`src/rtl/uart_debug_rx.sv`:
```
// uart_debug_rx: 8N1 UART receiver with valid/ready holding register, framing-error pulse and sticky overrun; define UART_RX_MAJORITY_EN for 2-of-3 majority sampling
module uart_debug_rx #(
    parameter int CLK_HZ       = 27000000,
    parameter int BAUD         = 115200,
    parameter int CLKS_PER_BIT = CLK_HZ / BAUD,
    parameter int HALF_BIT     = CLKS_PER_BIT / 2
) (
    input  logic       clk,
    input  logic       rst,
    input  logic       uart_rx,
    output logic [7:0] rx_data,
    output logic       rx_valid,
    input  logic       rx_ready,
    output logic       frame_err,
    output logic       overrun,
    input  logic       clear_err,
    output logic       busy
);
    typedef enum logic [2:0] {S_IDLE, S_START, S_DATA, S_STOP, S_BREAK} state_t;

    localparam logic [8:0] BIT_END = 9'(CLKS_PER_BIT - 1);

    state_t      r_state, w_next;
    logic [1:0]  r_sync;
    logic [8:0]  r_cnt;
    logic [2:0]  r_idx;
    logic [7:0]  r_shift, r_data;
    logic        r_valid, r_ovr, r_ferr;
    logic        w_rxs, w_samp, w_clr, w_bit_en, w_deliver, w_ferr, w_load;

    assign w_rxs = r_sync[1];

`ifdef UART_RX_MAJORITY_EN
    localparam logic [8:0] START_END = 9'(HALF_BIT);
    logic [1:0] r_hist;
    // Two previous synced samples; the vote is taken one cycle after the nominal sample point
    always_ff @(posedge clk) begin
        if (rst) r_hist <= 2'b11;
        else     r_hist <= {r_hist[0], w_rxs};
    end
    assign w_samp = (r_hist[1] & r_hist[0]) | (r_hist[1] & w_rxs) | (r_hist[0] & w_rxs);
`else
    localparam logic [8:0] START_END = 9'(HALF_BIT - 1);
    assign w_samp = w_rxs;
`endif

    // Two-flop synchronizer for the asynchronous line; idles high
    always_ff @(posedge clk) begin
        if (rst) r_sync <= 2'b11;
        else     r_sync <= {r_sync[0], uart_rx};
    end

    // State register
    always_ff @(posedge clk) begin
        if (rst) r_state <= S_IDLE;
        else     r_state <= w_next;
    end

    // Next-state and per-cycle strobes for the datapath
    always_comb begin
        w_next    = r_state;
        w_clr     = 1'b0;
        w_bit_en  = 1'b0;
        w_deliver = 1'b0;
        w_ferr    = 1'b0;
        case (r_state)
            S_IDLE: begin
                w_clr  = !w_rxs;
                w_next = w_rxs ? S_IDLE : S_START;
            end
            S_START: if (r_cnt == START_END) begin
                w_clr  = 1'b1;
                w_next = w_samp ? S_IDLE : S_DATA;
            end
            S_DATA: if (r_cnt == BIT_END) begin
                w_clr    = 1'b1;
                w_bit_en = 1'b1;
                w_next   = (r_idx == 3'd7) ? S_STOP : S_DATA;
            end
            S_STOP: if (r_cnt == BIT_END) begin
                w_clr     = 1'b1;
                w_deliver = w_samp;
                w_ferr    = !w_samp;
                w_next    = w_samp ? S_IDLE : S_BREAK;
            end
            S_BREAK: w_next = w_rxs ? S_IDLE : S_BREAK;
            default: w_next = S_IDLE;
        endcase
    end

    // A finished byte is loaded when the holding register is empty or being drained this cycle
    assign w_load = w_deliver && (!r_valid || rx_ready);

    // Bit timing, shift register, holding register and error flags
    always_ff @(posedge clk) begin
        if (rst) begin
            r_cnt   <= '0;
            r_idx   <= '0;
            r_shift <= '0;
            r_data  <= '0;
            r_valid <= 1'b0;
            r_ovr   <= 1'b0;
            r_ferr  <= 1'b0;
        end else begin
            r_cnt   <= w_clr ? 9'd0 : r_cnt + 9'd1;
            r_idx   <= (r_state == S_DATA) ? r_idx + 3'(w_bit_en) : 3'd0;
            if (w_bit_en) r_shift[r_idx] <= w_samp;
            if (w_load) r_data <= r_shift;
            r_valid <= w_load || (r_valid && !rx_ready);
            r_ovr   <= (w_deliver && r_valid && !rx_ready) || (r_ovr && !clear_err);
            r_ferr  <= w_ferr;
        end
    end

    assign rx_data   = r_data;
    assign rx_valid  = r_valid;
    assign overrun   = r_ovr;
    assign frame_err = r_ferr;
    assign busy      = (r_state != S_IDLE);
endmodule

```
`config.mk`:
```
export PLATFORM = sky130hd
export DESIGN_NAME = uart_debug_rx
export DESIGN_NICKNAME = d
export VERILOG_FILES = /design/src/rtl/uart_debug_rx.sv
export SDC_FILE = /design/constraint.sdc
export NUM_CORES = 1
export LEC_CHECK = 0
export CAP_MARGIN = 10
export CORE_MARGIN = 2
export CORE_UTILIZATION = 49
export CTS_CLUSTER_DIAMETER = 60
export CTS_CLUSTER_SIZE = 30
export DETAILED_ROUTE_END_ITERATION = 8
export GPL_TIMING_DRIVEN = 0
export PLACE_DENSITY = 0.79
export SKIP_LAST_GASP = 1
export SLEW_MARGIN = 20
export SYNTH_ARGS = -nofsm -noshare
export SYNTH_HDL_FRONTEND = slang
export SYNTH_SLANG_ARGS = --single-unit
export TNS_END_PERCENT = 10
```
`constraint.sdc`:
```
create_clock -name clk -period 2.2 [get_ports clk]
set_input_delay 0.33 -clock clk [delete_from_list [all_inputs] [get_ports clk]]
set_output_delay 0.33 -clock clk [all_outputs]
set_load 0.05 [all_outputs]
```
Yosys cells after proc, flatten, opt, wreduce, memory -nomap -nowiden:

Cells that the tools add are included.

* multiplexer cells: 17
* $mul: 0
* reduce and logical (&&, ||, !) cells: 20
* div/mod/pow operators: 0
* shifts and indexed selects: 0
* add/subtract/negate cells: 2
* magnitude comparators: 2
* bitwise operators: 3
* equal/unequal tests: 10

Operators by type and width (number)
* 3-bit one-hot mux with 5 select lines: 1
* 3-bit 2-to-1 mux: 4
* 9-bit by 1-bit adder with 9-bit output, second input constant: 1
* 9-bit by 7-bit == test with 1-bit output, second input constant: 1
* 9-bit by 8-bit == test with 1-bit output, second input constant: 1
* 8-bit bitwise mux: 1
* 1-bit 2-to-1 mux: 8
* 3-bit by 2-bit == test with 1-bit output, second input constant: 2
* 3-bit == test, second input constant: 2
* 1-bit logical AND: 6
* 2-bit inequality test, second input constant: 3
* 2-bit OR reduction: 3
* 1-bit zero test: 4
* 3-bit by 4-bit < comparator with 1-bit output, second input constant: 1
* 3-bit by 1-bit adder with 3-bit output: 1
* 1-bit demux with 3-bit select: 1
* 3-bit by 1-bit == test with 1-bit output, second input constant: 1
* 3-bit by 1-bit >= comparator with 1-bit output, second input constant: 1
* 3-bit zero test: 1
* 1-bit logical OR: 3
* 1-bit NOT: 3
* 1-bit one-hot mux with 3 select lines: 1
* 3-bit AND reduction: 1
* 3-bit nonzero test: 1
* other kinds (2): 2

* bits in writable memories: 0
* output and inout bits: 12
* input port bits: 5
* latch bits: 0
* logic and storage cells: 63
* memories kept: 0
* memory bits (read-only): 0
* register bits: 36

Depth between registers and ports, before layout:

Gate-level depths: netlist of the first run.

* depth after elaboration: 6
* gate-level depth with buffers: 10
* gate-level depth less buffers: 9

Worst setup path after synthesis of the first run:

OpenSTA, ideal clock, no wires.

* kind: reg-to-reg
* start: register r_state[1]
* end: register r_idx[1]
* path buffers: 1
* clock period less this slack: 2.003 ns
* cell stages (with the launch flop): 8
* data required time: 2.071 ns
* arrival: 1.874 ns
* library setup time: 0.129 ns
* path slack: 0.197 ns
* cell sequence: dfxtp_1 or3b_4 or4_1 buf_6 clkinv_4 ha_1 ha_1 nor3b_1

* longest elaborated chain between the ends: 3
* elaborated cells between the ends (all ways): 5
* classes of those cells: add/sub: 1; eq/ne: 1; mux: 1; bitwise: 1; reduce/logical: 1

RTL lines
* start: declaration: RTL line 23 `state_t r_state, w_next;`
* start signal: assignment: RTL line 56 `else r_state <= w_next;`
* 3-bit by 2-bit == test with 1-bit output (*): RTL line 66, 106
* 1-bit 2-to-1 mux or 1-bit NOT (tied branches)
* 3-bit by 1-bit adder with 3-bit output or 2-bit OR reduction (tied branches)
* end signal: assignment: RTL line 106 `r_idx <= (r_state == S_DATA) ? r_idx + 3'(w_bit_en) : 3'd0;`
* end: declaration: RTL line 26 `logic [2:0] r_idx;`

Every way passes the cells marked *; elsewhere a longest branch is shown, timed or not.
A chain may end at the register's enable or synchronous reset.

Worst setup path in the final report of the first run:

* start: register r_state[2]
* end: register r_idx[2]

The elaborated chain is that of the path after synthesis.

==> metrics.yaml, run 1 <==
yosys:
  avgSynthCellArea_um2: 9.20
  ys_types: 38
  synthSimpleGateAreaFrac: 0.300
  yosysWarnings: 0
  synth_area_leader_cell: "dfxtp_1"
  ys_seq_area_frac: 0.426
  synth.most_common_cell: "dfxtp_1"
  synth_compound_gate_area_share: 0.0990
  syn_nets: 194
  muxShareOfSynthArea: 0.0532
  ys_ff_latch: 36
  ys.flop_type: "dfxtp_1"
  syn_inst: 184
  synth_top_area_frac: 0.426
  synth-adder-area-share: 0.0370
  synth_enable_flop_cells: 0
  ys_async_sr_fraction: 0
  synth_top_family_by_area: "simple AND/OR/NAND/NOR gates"
  synth_common_cells: "dfxtp_1 (36), nand2b_1 (19), a21oi_1 (12), nor3_1 (11), mux2i_1 (9)"
  syn-cell-area_mm2: 0.00169
  synth_xor_xnor_area_share: 0.0414
  synth.area.top_cells: "dfxtp_1 (43%), nand2b_1 (7.0%), mux2i_1 (5.3%)"
drt:
  wirelength_um: 3300
  vias: 1397
  drtAntennaViolNets: 0
  drt-initial-drc-count: 58
  wl_met2_um: 1560
  drc: 0
  dr.pass1.iters: 4
  avgViaCountPerCell: 5.44
  drt-met1-wl_um: 1540
  wl_per_cell_um: 12.8
  top_layer_used: "met4"
  wl_met3_um: 124
job:
  drv_cap: 0
floorplanning:
  die_w_um: 62.8
  ios: 17
  core-area_mm2: 0.00334
  start_util: 0.507
  die_area_mm2: 0.00394
  row_count: 21
  die_y_um: 62.8
sta:
  post-route-min-period_ps: 2100
  maxSlewHeadroom: 0.525
  tightest_slew_ps: 712
  fmax_ghz: 0.475
  drv_slew: 0
  skew_ps: 21.3
  period_share: 0.956
  timing.final.ws_setup_ps: 96.0
  timing.setup.tns_ps: 0
  rsz0062_at_grt: "true"
  finalHoldViolCount: 0
  fin_hold_ws_ps: 441
  setup_viol: 0
grt:
  grt_pass1_vias: 1367
  antenna_found_initial: 0
  gr-total-overflow: 0
  grt_max_degree: 13
  gr-usage-all-layers: 0.184
  grt_pass1_wl_um: 5840
clock_network:
  clk_pin_slew_ps: 120
  clk_latency_ps: 350
  htreeDepth: 2
  cts_tree: "yes"
  ctsHoldBuffers: 0
  cts_buffer_depth: 2
  clock_sinks: 36
  clock-root-buffer: "clkbuf_4"
  cts_made_buffers: 5
critical_path:
  crit_arrival_ps: 2320
  crit_chain: "or3b_4 -> or4_4 -> buf_6 -> clkinv_4 -> ha_1 -> ha_1 -> xnor2_1 -> nor3_1"
  required_ps: 2420
  cp-start-kind: "flip-flop"
  critPathTopFamily: "simple AND/OR/NAND/NOR gates"
  worst-setup-path-type: "reg -> reg"
  path_max_fanout: 9
  critPathMaxStageDelay_ps: 490
  worst-path-buf-inv: 2
  endpoint_kind: "flip-flop"
  slowest_stage: "or4_4"
  crit_top_cell: "ha_1"
layout:
  drive_gt1_frac: 0.133
  fin_nets: 220
  syn2layout_area_growth_pct: 20.0
  antenna_cells: 0
power:
  p_leak_uw: 0.000676
  p_per_area_mw_per_mm2: 582
  vdd_drop_max_mv: 0.363
  power_uw: 1180
placement:
  place.gp.congestion: 0.765
  io_buffers: 15
  hpwl_um: 2210
  pre_cts_ws_ps: 78.6
run_status:
  status: "completed"
hold_path:
  hp-class: "reg -> reg"
-- cell families (layout without fill, tap and decap cells) --
group,Yosys count,in the layout
flops,36,36
fa+ha+maj,5,5
compound gates,27,27
buf+inv,16,43
xor+xnor,8,8
mux,9,9
simple gates,83,83
-- report_power, final --
group | internal (uW) | switching, uW
registers | 656 | 7.14
logic | 25.6 | 31.7
clock network | 237 | 224
-- placed cells by master, fill, tap and decap left out, types with 5 or more instances in the layout --
cell type / count
a21oi_1: 11
clkbuf_1: 8
clkbuf_4: 5
clkdlybuf4s50_1: 14
dfxtp_1: 31
ha_1: 5
inv_1: 5
mux2i_1: 9
nand2_1: 6
nand2b_1: 19
nand3_1: 6
nand4_1: 7
nand4b_1: 5
nor2_1: 5
nor3_1: 11
-- layout make-up --
| type | instances | area (um^2) |
|---|---|---|
| plain buffers | 10 | 46.3 |
| clock buffers | 5 | 37.5 |
| clock inverters | 3 | 42.5 |
| fillers | 304 | 1310 |
| inverters | 6 | 27.5 |
| multi-input cells | 132 | 906 |
| flip-flops and latches | 36 | 734 |
| well taps | 46 | 57.6 |
| repair buffers | 19 | 179 |
-- final timing paths --
check             start         to  slack [ps]  depth (start not counted)
max reg2reg  r_state[2]   r_idx[2]         100                          8
min           r_sync[0]  r_sync[1]         440                          1
max          r_state[2]   r_idx[2]         100                          8
min reg2reg   r_sync[0]  r_sync[1]         440                          1
-- per-layer routing --
layer / GRT usage / up-vias
met2: 0.323 / 28
li1: - / 708
met1: 0.213 / 654
met5: 0 / -
met4: 0.0778 / 0
met3: 0.0432 / 7
-- per-stage QoR --
step                      std cells   util  instance area, um^2
after floorplan                 184      -                 1690
after CTS                       253  0.593                 1980
after global placement          245  0.570                 1900
after detailed placement        245  0.570                 1900
final                           257  0.609                 2030
after global routing            257  0.609                 2030
-- sequential cells by signal (all words and copies together) (netlist names), 2 cells and up --
| name | flops |
|---|---|
| r_sync | 2 |
| r_state | 3 |
| rx_data | 8 |
| r_cnt | 9 |
| r_shift | 8 |
| r_idx | 3 |
-- what timing repair did --
action	CTS	global route
endpoints found under the setup margin	1	13
setup buffers	0	4
pin swaps	0	1
resized for setup	1	10
No activity file was read; power rests on OpenSTA's default activity.
==> run 2: changes to the inputs <==
- GPL_TIMING_DRIVEN: 0 -> default
==> metrics.yaml, run 2 (synthesis results as in run 1) <==
drt:
  drt-initial-drc-count: 58  # unchanged
  wl_per_cell_um: 12.7  # was 12.8 um
  dr.pass1.iters: 4  # unchanged
  drc: 0  # unchanged
  wirelength_um: 3180  # was 3300 um
  avgViaCountPerCell: 5.48  # was 5.44
  vias: 1370  # was 1397
  drtAntennaViolNets: 0  # unchanged
critical_path:
  path_max_fanout: 9  # unchanged
  regToRegSetupSlack_ps: 160  # was 100 ps
  endpoint_kind: "flip-flop"  # unchanged
  required_ps: 2460  # was 2420 ps
  crit_arrival_ps: 2290  # was 2320 ps
  cp-start-kind: "flip-flop"  # unchanged
  worst-setup-path-type: "reg -> reg"  # unchanged
clock_network:
  clk_pin_slew_ps: 110  # was 120 ps
  htreeDepth: 2  # unchanged
  clock_sinks: 36  # unchanged
  cts_buffer_depth: 2  # unchanged
  post-cts-setup-buffers: 0  # unchanged
  clock-root-buffer: "clkbuf_4"  # unchanged
  clk_latency_ps: 340  # was 350 ps
  cts_tree: "yes"  # unchanged
  cts_made_buffers: 5  # unchanged
placement:
  hpwl_um: 2300  # was 2210 um
  io_buffers: 16  # was 15
  pre_cts_ws_ps: 132  # was 78.6 ps
  place.gp.congestion: 0.811  # was 0.765
grt:
  grt_pass1_vias: 1316  # was 1367
  grt_pass1_wl_um: 5600  # was 5840 um
  gr-total-overflow: 0  # unchanged
  grt_max_degree: 19  # was 13
  antenna_found_initial: 0  # unchanged
  gr-usage-all-layers: 0.177  # was 0.184
layout:
  drive_gt1_frac: 0.103  # was 0.133
  layout_common_cells: "dfxtp_1 (35), nand2b_1 (19), clkdlybuf4s50_1 (15)"  # was dfxtp_1 (31), nand2b_1 (19), clkdlybuf4s50_1 (14)
  finalCoreUtilization: 0.588  # was 0.609
  fill_cells: 290  # was 304
  final_common_cell: "dfxtp_1"  # unchanged
  fin_nets: 214  # was 220
  regMostFlops: "r_cnt"  # unchanged
  syn2layout_area_growth_pct: 16.0  # was 20.0%
  antenna_cells: 0  # unchanged
  largest_reg_flops: 9  # unchanged
sta:
  rsz0062_at_grt: "false"  # was true
  maxSlewHeadroom: 0.563  # was 0.525
  setup_viol: 0  # unchanged
  fmax_ghz: 0.491  # was 0.475 GHz
  finalHoldViolCount: 0  # unchanged
  post-route-min-period_ps: 2040  # was 2100 ps
  period_share: 0.927  # was 0.956
  drv_slew: 0  # unchanged
  tightest_slew_ps: 655  # was 712 ps
  skew_ps: 12.1  # was 21.3 ps
  timing.final.ws_setup_ps: 161  # was 96.0 ps
  timing.setup.tns_ps: 0  # unchanged
power:
  p_per_area_mw_per_mm2: 533  # was 582 mW/mm^2
  vdd_drop_max_mv: 0.328  # was 0.363 mV
  p_leak_uw: 0.000654  # was 0.000676 uW
floorplanning:
  core-area_mm2: 0.00334  # unchanged
  die_y_um: 62.8  # unchanged
  row_count: 21  # unchanged
  die_w_um: 62.8  # unchanged
  die_area_mm2: 0.00394  # unchanged
  ios: 17  # unchanged
  start_util: 0.507  # unchanged
job:
  drv_cap: 0  # unchanged
run_status:
  status: "completed"  # unchanged
hold_path:
  hp-class: "reg -> reg"  # unchanged
run 2: report_power, final:
| group | switching (uW) | internal (uW) |
|---|---|---|
| Combinational | 29.1 | 29.4 |
| Sequential | 10.0 | 658 |
| Clock | 201 | 118 |
| Total | 240 | 805 |
run 2: per-layer routing:
layer	vias up	track usage	part of all wire
met1	646	0.212	0.47
li1	692	-	-
met4	0	0.0667	0.013
met3	5	0.0468	0.039
met5	-	0	0
met2	27	0.302	0.48
run 2: cell type report:
cell class | instances | area (um^2) | share of cell area
multi-input cells | 132 | 898 | 0.458
flip-flops and latches | 36 | 722 | 0.368
repair buffers | 23 | 211 | 0.108
well taps | 46 | 57.6 | 0.0293
clock buffers | 6 | 41.3 | 0.0210
inverters | 6 | 27.5 | 0.0140
clock inverters | 1 | 5.00 | 0.00255
run 2: final timing paths:
check	end	cells after the start	startpoint
setup / recovery	r_idx[2]	7	r_state[0]
hold / removal	r_sync[1]	1	r_sync[0]
setup reg to reg	r_idx[2]	7	r_state[0]
hold reg to reg	r_sync[1]	1	r_sync[0]
run 2: timing repair:
action	4_1_cts	5_1_grt
hold buffers	0	0
gates resized for setup	1	1
endpoints found under the setup margin	1	1
hold endpoints to repair	0	0
run 2: worst max-delay path: stages, from the launching register on:
cell	delay, ps
dfxtp_1	390
or3b_4	440
or4_1	490
clkinv_4	110
ha_1	150
ha_1	150
xnor2_1	70
nor3_1	150
run 2: per-stage QoR:
stage	power, uW	hold WS (ps)	instances	area [um^2]
floorplan	719	389	184	1690
global placement	739	392	243	1920
detailed placement	742	397	243	1920
CTS	1060	416	250	1960
global route	1100	436	250	1960
finish	1050	403	250	1960
